<file path="config.mk">
export PLATFORM = sky130hd
export DESIGN_NAME = svf_mix_pwm
export DESIGN_NICKNAME = d
export VERILOG_FILES = /design/src/rtl/svf_audio_pkg.sv /design/src/rtl/svf_mix_sat.sv /design/src/rtl/svf_mix_pwm.sv
export SDC_FILE = /design/constraint.sdc
export NUM_CORES = 1
export LEC_CHECK = 0
export BUFFER_PORTS_ARGS = -buffer_cell sky130_fd_sc_hd__buf_4
export CORE_AREA = 2 2 88 90
export CTS_CLUSTER_SIZE = 25
export DETAILED_ROUTE_END_ITERATION = 6
export DIE_AREA = 0 0 90 92
export GPL_ROUTABILITY_DRIVEN = 0
export PLACE_DENSITY = 0.67
export SLEW_MARGIN = 0
export SYNTH_ARGS = -nofsm -noshare
export SYNTH_HDL_FRONTEND = slang
export SYNTH_SLANG_ARGS = --single-unit
</file>
<file path="constraint.sdc">
create_clock -name clk -period 2.1 [get_ports clk]
set_clock_uncertainty 0.05 [all_clocks]
set_input_delay 0.21 -clock clk [delete_from_list [all_inputs] [get_ports clk]]
set_output_delay 0.21 -clock clk [all_outputs]
set_load 0.02 [all_outputs]
</file>
<file path="src/rtl/svf_audio_pkg.sv">
`default_nettype none
// ============================================================================
// Module      : svf_audio_pkg
// Description : Shared constants and helpers for the state-variable-filter
//               audio path (mix, saturation, PWM DAC).
// Revision    : 1.0 - initial release
// ============================================================================
package svf_audio_pkg;

    // Idle / zero-signal PWM duty (signed 0 mapped to offset binary)
    localparam logic [7:0] MIDSCALE   = 8'h80;
    // PWM period in clocks for an 8-bit counter
    localparam int         PWM_PERIOD = 256;

    // Bit positions of the response enables in the mode word
    localparam int MODE_LP = 0;
    localparam int MODE_BP = 1;
    localparam int MODE_HP = 2;

    // Clamp a 10-bit signed accumulator into the 8-bit signed sample range
    function automatic logic [7:0] sat8(input logic signed [9:0] x);
        logic [7:0] r;
        if (x > 10'sd127) begin
            r = 8'h7F;
        end else if (x < -10'sd128) begin
            r = 8'h80;
        end else begin
            r = x[7:0];
        end
        return r;
    endfunction

endpackage : svf_audio_pkg
`default_nettype wire

</file>
<file path="src/rtl/svf_mix_sat.sv">
`default_nettype none
// ============================================================================
// Module      : svf_mix_sat
// Description : Combinational response mixer. Sums the enabled filter
//               outputs, saturates to 8 bits, applies (volume+1)/16 gain
//               with floor rounding and converts to an unsigned PWM duty.
// Revision    : 1.0 - initial release
// ============================================================================
module svf_mix_sat
    import svf_audio_pkg::*;
(
    input  logic [7:0] hp,
    input  logic [7:0] lp,
    input  logic [7:0] bp,
    input  logic [2:0] mode,
    input  logic [3:0] volume,
    output logic [7:0] duty
);

    logic signed [9:0]  w_lp_ext;
    logic signed [9:0]  w_bp_ext;
    logic signed [9:0]  w_hp_ext;
    logic signed [9:0]  w_sum;
    logic        [7:0]  w_mix;
    logic signed [12:0] w_mix_ext;
    logic signed [12:0] w_gain;
    logic signed [12:0] w_prod;
    logic        [7:0]  w_scaled;
    logic               w_unused_bits;

    // Sign-extend each enabled response; a disabled response contributes 0.
    // Three 8-bit values never exceed +/-384, so 10 bits cannot overflow.
    always_comb begin
        w_lp_ext = mode[MODE_LP] ? {{2{lp[7]}}, lp} : 10'sd0;
        w_bp_ext = mode[MODE_BP] ? {{2{bp[7]}}, bp} : 10'sd0;
        w_hp_ext = mode[MODE_HP] ? {{2{hp[7]}}, hp} : 10'sd0;
        w_sum    = w_lp_ext + w_bp_ext + w_hp_ext;
        w_mix    = sat8(w_sum);
    end

    // Gain stage: mix * (volume+1) fits 13 bits signed (|-128*16| = 2048).
    // Dropping the low 4 product bits of a two's-complement value is an
    // arithmetic shift with floor rounding, and the result always fits
    // back into 8 bits because the gain never exceeds 1.0.
    always_comb begin
        w_mix_ext = {{5{w_mix[7]}}, w_mix};
        w_gain    = {9'd0, volume} + 13'sd1;
        w_prod    = w_mix_ext * w_gain;
        w_scaled  = w_prod[11:4];
        // Offset-binary duty: adding 128 to a signed byte flips its MSB
        duty      = {~w_scaled[7], w_scaled[6:0]};
    end

    // Product bits below the shift point and the redundant sign bit
    assign w_unused_bits = ^{w_prod[12], w_prod[3:0]};

endmodule : svf_mix_sat
`default_nettype wire

</file>
<file path="src/rtl/svf_mix_pwm.sv">
`default_nettype none
// ============================================================================
// Module      : svf_mix_pwm
// Description : Output sink for the 8-bit state variable filter. Mixes the
//               selected responses on each sample strobe, buffers one sample
//               and drives a fixed-period PWM DAC whose duty only changes at
//               period boundaries.
// Revision    : 1.0 - initial release
// ============================================================================
module svf_mix_pwm
    import svf_audio_pkg::*;
#(
    parameter int PWM_BITS = 8
) (
    input  logic       clk,
    input  logic       rst,
    input  logic       sample_valid,
    input  logic [7:0] audio_in_hp,
    input  logic [7:0] audio_in_lp,
    input  logic [7:0] audio_in_bp,
    input  logic [2:0] mode,
    input  logic [3:0] volume,
    input  logic       overrun_clr,
    output logic       pwm_out,
    output logic       sample_taken,
    output logic       overrun
);

    localparam logic [PWM_BITS-1:0] c_CNT_MAX = {PWM_BITS{1'b1}};

    logic [PWM_BITS-1:0] r_cnt;
    logic [7:0]          r_duty_active;
    logic [7:0]          r_pending;
    logic                r_pending_vld;

    logic [7:0]          w_duty;
    logic                w_boundary;
    logic                w_load;
    logic                w_overrun_set;

    // Mix, saturate, scale and convert the current filter outputs
    svf_mix_sat u_mix_sat (
        .hp     (audio_in_hp),
        .lp     (audio_in_lp),
        .bp     (audio_in_bp),
        .mode   (mode),
        .volume (volume),
        .duty   (w_duty)
    );

    // A pending sample is swapped in only on the last clock of a period, so
    // a strobe in that same cycle is never an overrun: the old sample leaves
    // as the new one arrives.
    always_comb begin
        w_boundary    = (r_cnt == c_CNT_MAX);
        w_load        = w_boundary && r_pending_vld;
        w_overrun_set = sample_valid && r_pending_vld && !w_load;
    end

    // Free-running PWM period counter
    always_ff @(posedge clk or posedge rst) begin
        if (rst) begin
            r_cnt <= '0;
        end else begin
            r_cnt <= r_cnt + 1'b1;
        end
    end

    // One-deep sample buffer; newest strobe always wins the pending slot
    always_ff @(posedge clk or posedge rst) begin
        if (rst) begin
            r_pending     <= MIDSCALE;
            r_pending_vld <= 1'b0;
        end else begin
            if (sample_valid) begin
                r_pending     <= w_duty;
                r_pending_vld <= 1'b1;
            end else if (w_load) begin
                r_pending_vld <= 1'b0;
            end
        end
    end

    // Active duty register updated only at period boundaries
    always_ff @(posedge clk or posedge rst) begin
        if (rst) begin
            r_duty_active <= MIDSCALE;
            sample_taken  <= 1'b0;
        end else begin
            sample_taken <= w_load;
            if (w_load) begin
                r_duty_active <= r_pending;
            end
        end
    end

    // Registered PWM comparator; high for duty_active clocks per period
    always_ff @(posedge clk or posedge rst) begin
        if (rst) begin
            pwm_out <= 1'b0;
        end else begin
            pwm_out <= (r_cnt < r_duty_active);
        end
    end

    // Sticky overrun flag; a new overrun takes priority over the clear
    always_ff @(posedge clk or posedge rst) begin
        if (rst) begin
            overrun <= 1'b0;
        end else if (w_overrun_set) begin
            overrun <= 1'b1;
        end else if (overrun_clr) begin
            overrun <= 1'b0;
        end
    end

endmodule : svf_mix_pwm
`default_nettype wire

</file>
# [Word-level counts from Yosys, hierarchy flattened]
# Index checks and enable logic that the tools add are counted.
[op_classes] addsub=4 n_mul=1 n_lt_le_gt_ge=3 eq_ne=1 muxes=9 n_bitwise=1 reduce_logical=6
[op_table] cell="10-bit two-way mux" n=3
[op_table] cell="10-bit adder" n=2
[op_table] cell="8-bit two-way mux" n=2
[op_table] cell="8-bit by 6-bit multiplier with 12-bit output" n=1
[op_table] cell="10-bit by 8-bit greater-than comparator with 1-bit output (second input constant)" n=1
[op_table] cell="10-bit by 8-bit less-than comparator with 1-bit output (second input constant)" n=1
[op_table] cell="8-bit by 1-bit adder with 8-bit output (second input constant)" n=1
[op_table] cell="8-bit == test (second input constant)" n=1
[op_table] cell="8-bit less-than comparator" n=1
[op_table] cell="4-bit by 1-bit adder with 5-bit output (second input constant)" n=1
[op_table] cell="1-bit two-way mux" n=4
[op_table] cell="2-bit nonzero test" n=2
[op_table] cell="1-bit logical AND" n=3
[op_table] cell="1-bit logical NOT" n=1
[op_table] cell="1-bit NOT" n=1
[totals] reg_bits=28 in_bits=35 out_inout_bits=3

# [Longest topological paths before layout]
# Gate-level depths: netlist of the first run.
[depth] ltp_word=8 ltp_mapped=28 ltp_nobuf=27

# [By module]
# A second synthesis of the first run with hierarchy kept.
[unflattened] cells_unflattened=375 hier_area_um2=3415.8
[by_module_without_submodules] mod="svf_mix_sat" n_inst=1 cells_per_inst=277 area_each_um2=2180.8 seq_area_each_um2=0.0
[by_module_without_submodules] mod="svf_mix_pwm" n_inst=1 cells_per_inst=98 area_each_um2=1234.9 seq_area_each_um2=703.2

# [Worst setup path before layout of the first run]
# Ideal clock, no wire load.
[synth_path] kind="input to register" start="in audio_in_hp[1]" end="reg r_pending[5]" setup_time_ns=0.125 arrival_time_ns=5.972 slack_ns=-4.047 path_stages=25 n_path_buf=1 cell_sequence="and2_1 > fa_1 > ha_1 > fa_1 > a211o_1 > a211oi_1 > nor2_1 > buf_2 > nand2_1 > nand2_1 > o21ai_0 > nor2_1 > fa_1 > inv_1 > fa_1 > fa_1 > inv_1 > ha_1 > nor2b_1 > o21ai_0 > nand2b_1 > a21o_1 > a21o_1 > xor2_1 > mux2_2"
[synth_between] elab_chain_len=6
[synth_rtl] element="from (decl)" line="svf_mix_pwm.sv:18" source="input logic [7:0] audio_in_hp,"
[synth_rtl] element="10-bit two-way mux *" line="svf_mix_sat.sv:36" source="w_hp_ext = mode[MODE_HP] ? {{2{hp[7]}}, hp} : 10'sd0;"
[synth_rtl] element="10-bit adder *" line="svf_mix_sat.sv:37" source="w_sum = w_lp_ext + w_bp_ext + w_hp_ext;"
[synth_rtl] element="10-bit by 8-bit less-than comparator with 1-bit output" line="svf_audio_pkg.sv:25" source="end else if (x < -10'sd128) begin"
[synth_rtl] element="8-bit two-way mux" line="svf_audio_pkg.sv:25"
[synth_rtl] element="8-bit two-way mux *" line="svf_audio_pkg.sv:23" source="if (x > 10'sd127) begin"
[synth_rtl] element="8-bit by 6-bit multiplier with 12-bit output *" line="svf_mix_sat.sv:48" source="w_prod = w_mix_ext * w_gain;"
[synth_rtl] element="to (signal assigned)" line="svf_mix_pwm.sv:76" source="r_pending <= w_duty;"
[synth_rtl] element="to (decl)" line="svf_mix_pwm.sv:33" source="logic [7:0] r_pending;"
# Mark *: on every way between the ends. The rest lies on a longest branch, timed or not.
# A chain may end at the register's enable or synchronous reset.

# [Final worst setup path of the first run]
[layout_path] start="in audio_in_bp[1]" end="reg r_pending[7]"
[layout_between] elab_chain_len=8
[layout_rtl] element="from (decl)" line="svf_mix_pwm.sv:20" source="input logic [7:0] audio_in_bp,"
[layout_rtl] element="10-bit two-way mux *" line="svf_mix_sat.sv:35" source="w_bp_ext = mode[MODE_BP] ? {{2{bp[7]}}, bp} : 10'sd0;"
[layout_rtl] element="10-bit adder * (2 in series)" line="svf_mix_sat.sv:37"
[layout_rtl] element="10-bit by 8-bit less-than comparator with 1-bit output" line="svf_audio_pkg.sv:25"
[layout_rtl] element="8-bit two-way mux" line="svf_audio_pkg.sv:25"
[layout_rtl] element="8-bit two-way mux *" line="svf_audio_pkg.sv:23"
[layout_rtl] element="8-bit by 6-bit multiplier with 12-bit output *" line="svf_mix_sat.sv:48"
[layout_rtl] element="1-bit NOT *" line="svf_mix_sat.sv:51" source="duty = {~w_scaled[7], w_scaled[6:0]};"
# Marked as above.

==> results of run 1 <==
[routing by layer]
| layer | track usage | vias up | routed length, µm |
|---|---|---|---|
| li1 | - | 1412 | - |
| met1 | 0.200 | 1359 | 2920 |
| met2 | 0.341 | 28 | 3870 |
| met3 | 0.00986 | 11 | 93 |
| met4 | 0.0410 | 0 | 89 |
| met5 | 0 | - | 0 |
[worst max-delay path, delay by kind of cell]
| family | cells | cell delay (ps) |
|---|---|---|
| compound gates | 8 | 1720 |
| xor+xnor | 1 | 100 |
| fa+ha+maj | 7 | 2650 |
| buf+inv | 3 | 190 |
| simple gates | 7 | 750 |
[repair_timing]
| action | CTS | global route |
|---|---|---|
| hold buffers | 1 | 0 |
| gates resized for setup | 42 | 15 |
| endpoints found under the hold margin | 26 | 0 |
| endpoints found under the setup margin | 8 | 8 |
| buffers inserted | 10 | 5 |
| pin swaps | 36 | 30 |
[final timing paths]
path,from,to,cells past startpoint
setup / recovery,audio_in_bp[1],r_pending[7]$_DFFE_PP1P_,26
hold / removal,sample_valid,r_pending[7]$_DFFE_PP1P_,2
setup reg to reg,r_cnt[1]$_DFF_PP0_,pwm_out$_DFF_PP0_,8
hold reg to reg,r_pending[6]$_DFFE_PP0P_,r_duty_active[6]$_DFFE_PP0P_,2
max in group asynchronous,rst,r_pending[7]$_DFFE_PP1P_,4
min in group asynchronous,rst,pwm_out$_DFF_PP0_,4
[synth_stat cells (3+ instances only)]
cell type                  number  area (µm²)
sky130_fd_sc_hd__o211a_1        3        30.0
sky130_fd_sc_hd__a211oi_1       6        45.0
sky130_fd_sc_hd__o21ai_0       18        90.1
sky130_fd_sc_hd__dfrtp_1       26         651
sky130_fd_sc_hd__xor2_1         9        78.8
sky130_fd_sc_hd__nor2_1        44         165
sky130_fd_sc_hd__a21o_1        12        90.1
sky130_fd_sc_hd__nand2b_1       5        31.3
sky130_fd_sc_hd__mux2_2         5        56.3
sky130_fd_sc_hd__clkbuf_1       3        11.3
sky130_fd_sc_hd__nand2_1       32         120
sky130_fd_sc_hd__and2_1         8        50.1
sky130_fd_sc_hd__inv_1         59         221
sky130_fd_sc_hd__fa_1          31         621
sky130_fd_sc_hd__a21oi_1       10        50.1
sky130_fd_sc_hd__xnor2_1       13         114
sky130_fd_sc_hd__nand3_1        8        40.0
sky130_fd_sc_hd__ha_1          34         425
[flip-flops by register name, indices dropped and copies added, names as in the netlist]
| signal | flops |
|---|---|
| r_duty_active | 8 |
| r_pending_vld | 1 |
| r_pending | 8 |
| sample_taken | 1 |
| pwm_out | 1 |
| r_cnt | 8 |
| overrun | 1 |
[layout make-up]
class                   instances  area share
clock buffers                   4      0.0120
inverters                      59      0.0484
multi-input cells             270       0.558
flip-flops and latches         28       0.154
well taps                     102      0.0279
repair buffers                117       0.201
[power by group through the flow]
stage	clock network (mW)	registers (mW)	logic, mW
6_report	0.323	0.689	5.29
5_1_grt	0.350	0.697	5.91
4_1_cts	0.328	0.686	5.12
3_5_place_dp	0	0.695	4.33
3_3_place_gp	0	0.692	4.18
2_1_floorplan	0	0.685	2.81
[cells by family (layout without fill, tap and decap cells)]
kind of cell | count (synthesis) | after routing
flip-flops | 28 | 28
buffers and inverters | 63 | 180
XOR/XNOR | 23 | 23
multiplexers | 5 | 5
adder cells (fa/ha/maj) | 65 | 65
AO/OA/AOI/OAI | 67 | 67
AND/OR/NAND/NOR | 110 | 110
==> flow_metrics.env, run 1 <==
export IMPL_outcome="finished, violations left"
export IMPL_failed_checks="negative setup slack"
export IMPL_report_final_setup_viol=8
export IMPL_fmax_ghz=0.183
export IMPL_first_global_vias=2961
export IMPL_finalPower_mw=6.30
export IMPL_syn_nets=461
export IMPL_drt_iter0_markers=47
export IMPL_nFillCells=667
export IMPL_tritoncts="done"
export IMPL_hold_violations=0
export IMPL_boundaryPins=38
export IMPL_postSynthCellCount=361
export IMPL_initial_utilization=0.429
export IMPL_grt_antenna_before_repair=0
export IMPL_worstPathArrival_ps=5620
export IMPL_vdd_ir_drop_worst_mv=0.546
export IMPL_detailed_place_area_um2=4150
export IMPL_cts_sinks=28
export IMPL_insertedDiodeCount=0
export IMPL_finalWorstPathRequiredPeriod_ps=5460
export IMPL_power_density_nw_per_um2=1380
export IMPL_final_nets=579
export IMPL_synthesis_yosys_warnings=0
export IMPL_grt_pass1_wl_um=12200
export IMPL_cts_reportedPaths_clkPinSlew_ps=90
export IMPL_synth_seq_cells=28
export IMPL_seq_area_frac_synth=0.220
export IMPL_synth_edf_count=0
export IMPL_worst_slew_pin_transition_ps=365
export IMPL_grt_overflow_total=0
export IMPL_die_height_um=92
export IMPL_timing_max_slew_rel_slack=0.755
export IMPL_avgRoutedWirePerCell_um=12.0
export IMPL_worst_path_most_repeated_cell="sky130_fd_sc_hd__fa_1"
export IMPL_groute_usage_overall=0.172
export IMPL_mappedNetlistArea_um2=3190
export IMPL_drc=0
export IMPL_finalWirelength_um=6980
export IMPL_leading_cell_type_in_the_layout_fill_and_taps_excluded="sky130_fd_sc_hd__buf_4"
export IMPL_row_count=32
export IMPL_clock_insertion_delay_worst_skew_ps=270
export IMPL_vias=2810
export IMPL_grt_max_degree=29
export IMPL_max_cap_viol_count=0
export IMPL_final_critical_path_setup_slack_ps=-3360
export IMPL_cts_root_buf="sky130_fd_sc_hd__clkbuf_8"
export IMPL_p_leak_nw=2.29
export IMPL_switching_share=0.416
export IMPL_post_synth_cell_area_avg_um2=8.85
export IMPL_post_route_cells_drive_above_1_share=0.377
export IMPL_dp_hpwl_um=5620
export IMPL_start_kind="input port"
export IMPL_ant_nets=0
export IMPL_comb_power_share=0.839
export IMPL_post_synth_mux_area_share=0.0176
export IMPL_critPathSlowestCell="sky130_fd_sc_hd__fa_1"
export IMPL_period_share=2.60
export IMPL_holdCritPathClass="input port to register"
export IMPL_die_area_um2=8280
export IMPL_synth_adder_area_share=0.327
export IMPL_synth_distinct_cells=45
export IMPL_vias_per_cell=4.84
export IMPL_synthArstFlopShare=1.00
export IMPL_core_area_um2=7450
export IMPL_cts_htree_levels=1
export IMPL_buffer_ports_inserted=37
export IMPL_post_synthesis_compound_gate_area_fraction=0.141
export IMPL_dp_slack_ps=-3830
export IMPL_finish_instance_area_um2=4580
export IMPL_multiInputGateArea_um2=2550
export IMPL_layout_common_cells="107 x sky130_fd_sc_hd__buf_4, 56 x sky130_fd_sc_hd__inv_1, 37 x sky130_fd_sc_hd__nor2_1, 30 x sky130_fd_sc_hd__nand2_1"
export IMPL_placed_cells=563
export IMPL_critPathCaptureType="register"
export IMPL_final_util=0.615
export IMPL_final_seq_area_um2=703
export IMPL_worstPathMaxFanout=6
export IMPL_cts_made_buffers=3
export IMPL_first_pass_iters=4
export IMPL_rsz0062_at_grt="true"
export IMPL_crit_path_max_incr_delay_ps=500
export IMPL_r2r_setup_slack_ps=260
export IMPL_whs_ps=204
export IMPL_synth_simple_gate_area_frac=0.154
export IMPL_synth_xor_area_frac=0.0654
export IMPL_flow_area_growth_from_synthesis_pct=43.4
export IMPL_worstSetupPathType="input port to register"
export IMPL_p_clk_frac=0.051
export IMPL_slew_violations=0
export IMPL_synthFlopType="sky130_fd_sc_hd__dfrtp_1"
export IMPL_required_ps=2250
export IMPL_setup_tns_ps=-25380
export IMPL_power_sequential_fraction=0.109
export IMPL_power_switching_mw=2.62
export IMPL_clockBufferDepth=2
export IMPL_final_instance_count_excl_fill=580
export IMPL_die_width_um=90
export IMPL_synth_top_family_by_area="adder cells"
export IMPL_cell_internal_pwr_mw=3.68
Power figures use the tool's default switching activity.
==> run 2: changes to the inputs <==
==> constraint.sdc (replaced) <==
create_clock -name clk -period 2.1 [get_ports clk]
set_clock_uncertainty 0.05 [all_clocks]
set_input_delay 0.105 -clock clk [delete_from_list [all_inputs] [get_ports clk]]
set_output_delay 0.105 -clock clk [all_outputs]
set_load 0.02 [all_outputs]
==> flow_metrics.env, run 2 (synthesized netlist as in run 1, its figures left out) <==
export IMPL_clock_insertion_delay_worst_skew_ps=270
export IMPL_buffer_ports_inserted=37
export IMPL_groute_usage_overall=0.184
export IMPL_critPathCaptureType="register"
export IMPL_r2r_end="r_duty_active[7]$_DFFE_PP1P_"
export IMPL_finalPower_mw=6.20
export IMPL_final_util=0.621
export IMPL_row_count=32
export IMPL_hold_path_startpoint="sample_valid"
export IMPL_use_met2=0.365
export IMPL_use_met1=0.216
export IMPL_switching_share=0.422
export IMPL_cts_root_buf="sky130_fd_sc_hd__clkbuf_8"
export IMPL_boundaryPins=38
export IMPL_placed_cells=563
export IMPL_timing_max_slew_rel_slack=0.759
export IMPL_cell_internal_pwr_mw=3.58
export IMPL_fmax_ghz=0.186
export IMPL_die_height_um=92
export IMPL_drc=0
export IMPL_first_global_vias=3006
export IMPL_layout_common_cells="110 x sky130_fd_sc_hd__buf_4, 56 x sky130_fd_sc_hd__inv_1, 32 x sky130_fd_sc_hd__nor2_1, 29 x sky130_fd_sc_hd__nand2_1, 28 x sky130_fd_sc_hd__fa_1"
export IMPL_tritoncts="done"
export IMPL_report_final_setup_viol=8
export IMPL_reg2regPathDepth=8
export IMPL_ant_nets=0
export IMPL_drt_iter0_markers=62
export IMPL_r2r_setup_slack_ps=200
export IMPL_grt_max_degree=29
export IMPL_start_kind="input port"
export IMPL_dp_hpwl_um=5740
export IMPL_power_density_nw_per_um2=1340
export IMPL_insertedDiodeCount=0
export IMPL_power_switching_mw=2.61
export IMPL_final_critical_path_setup_slack_ps=-3280
export IMPL_met3_usage=0.0131
export IMPL_cts_made_buffers=3
export IMPL_gr_busiest_metal="met2"
export IMPL_reg_largest_list="r_cnt: 8 flops, r_duty_active: 8 flops, r_pending: 8 flops"
export IMPL_required_ps=2220
export IMPL_terminating_pin_of_the_worst_hold_path="r_pending[7]$_DFFE_PP1P_"
export IMPL_worstPathMaxFanout=5
export IMPL_power_sequential_fraction=0.111
export IMPL_worstPathArrival_ps=5490
export IMPL_comb_power_share=0.836
export IMPL_outcome="finished, violations left"
export IMPL_failed_checks="negative setup slack"
export IMPL_die_area_um2=8280
export IMPL_cts_htree_levels=1
export IMPL_initial_utilization=0.429
export IMPL_grt_pass1_wl_um=12900
export IMPL_hold_path_cell_count=2
export IMPL_grt_overflow_total=0
export IMPL_p_leak_nw=2.29
export IMPL_p_clk_frac=0.053
export IMPL_max_cap_viol_count=0
export IMPL_detailed_place_area_um2=4150
export IMPL_rr_startpoint="r_cnt[0]$_DFF_PP0_"
export IMPL_holdCritPathClass="input port to register"
export IMPL_hold_violations=0
export IMPL_clockBufferDepth=2
export IMPL_vdd_ir_drop_worst_mv=0.522
export IMPL_cts_sinks=28
export IMPL_rsz0062_at_grt="true"
export IMPL_grt_antenna_before_repair=0
export IMPL_slew_violations=0
export IMPL_vias=2856
export IMPL_worstSetupPathType="input port to register"
export IMPL_finish_instance_area_um2=4630
export IMPL_final_nets=582
export IMPL_worst_slew_pin_transition_ps=359
export IMPL_leading_cell_type_in_the_layout_fill_and_taps_excluded="sky130_fd_sc_hd__buf_4"
export IMPL_avgRoutedWirePerCell_um=12.6
export IMPL_whs_ps=84.4
export IMPL_first_pass_iters=4
export IMPL_vias_per_cell=4.90
export IMPL_final_instance_count_excl_fill=583
export IMPL_finalWirelength_um=7320
export IMPL_core_area_um2=7450
export IMPL_cts_reportedPaths_clkPinSlew_ps=90
export IMPL_dp_slack_ps=-3680
export IMPL_period_share=2.56
export IMPL_flow_area_growth_from_synthesis_pct=44.9
export IMPL_startpoint="audio_in_bp[2]"
export IMPL_post_route_cells_drive_above_1_share=0.401
export IMPL_setup_tns_ps=-24370
export IMPL_die_width_um=90
export IMPL_finalWorstPathRequiredPeriod_ps=5380
-- run 2: cell type report --
class / count / area (µm²)
multi-input cells: 270 / 2570
flip-flops and latches: 28 / 703
inverters: 59 / 221
repair buffers: 120 / 950
fillers: 648 / 2820
clock buffers: 4 / 55.1
well taps: 102 / 128
-- run 2: worst max-delay path: stages --
cell                       delay (ps)
sky130_fd_sc_hd__buf_4            110
sky130_fd_sc_hd__and2_4           150
sky130_fd_sc_hd__fa_1             480
sky130_fd_sc_hd__buf_4            160
sky130_fd_sc_hd__fa_2             390
sky130_fd_sc_hd__a211o_1          310
sky130_fd_sc_hd__a211oi_2         260
sky130_fd_sc_hd__nor2_2           120
sky130_fd_sc_hd__nand3_2          120
sky130_fd_sc_hd__nand2_4          100
sky130_fd_sc_hd__buf_12           140
sky130_fd_sc_hd__o21ai_4          170
sky130_fd_sc_hd__nor2_2            60
sky130_fd_sc_hd__fa_1             490
sky130_fd_sc_hd__inv_1             50
sky130_fd_sc_hd__fa_1             460
sky130_fd_sc_hd__fa_1             530
sky130_fd_sc_hd__inv_2             50
sky130_fd_sc_hd__ha_4             210
sky130_fd_sc_hd__nor2b_4          120
sky130_fd_sc_hd__o21ai_1          110
sky130_fd_sc_hd__nand2b_1          90
sky130_fd_sc_hd__a21o_1           160
sky130_fd_sc_hd__a21o_1           180
sky130_fd_sc_hd__xor2_1           140
sky130_fd_sc_hd__mux2_4           250
-- run 2: metal layers --
metal	wire (µm)	vias to the layer above
li1	-	1420
met2	4070	29
met4	93	0
met3	117	11
met5	0	-
met1	3040	1396
-- run 2: worst max-delay path by stage --
stage / slack (ps) / cells after the start / end
floorplan: -3400 / 25 / r_pending[5]$_DFFE_PP0P_
global placement: -3560 / 25 / r_pending[5]$_DFFE_PP0P_
detailed placement: -3680 / 25 / r_pending[5]$_DFFE_PP0P_
CTS: -3210 / 25 / r_pending[5]$_DFFE_PP0P_
global route: -3480 / 29 / r_pending[7]$_DFFE_PP1P_
finish: -3280 / 26 / r_pending[5]$_DFFE_PP0P_
-- run 2: repair_timing --
item | 4_1_cts | 5_1_grt
setup endpoints to repair | 8 | 8
hold buffers | 1 | 0
pin swaps | 39 | 13
endpoints found under the hold margin | 26 | 0
buffers inserted | 12 | 4
gates resized for setup | 39 | 22
-- run 2: power groups by stage --
| stage | clock, mW | combinational (mW) | sequential (mW) |
|---|---|---|---|
| after floorplan | 0 | 2.81 | 0.685 |
| after global placement | 0 | 4.18 | 0.692 |
| after detailed placement | 0 | 4.33 | 0.695 |
| after CTS | 0.329 | 4.79 | 0.685 |
| after global routing | 0.351 | 5.83 | 0.697 |
| final | 0.330 | 5.18 | 0.689 |
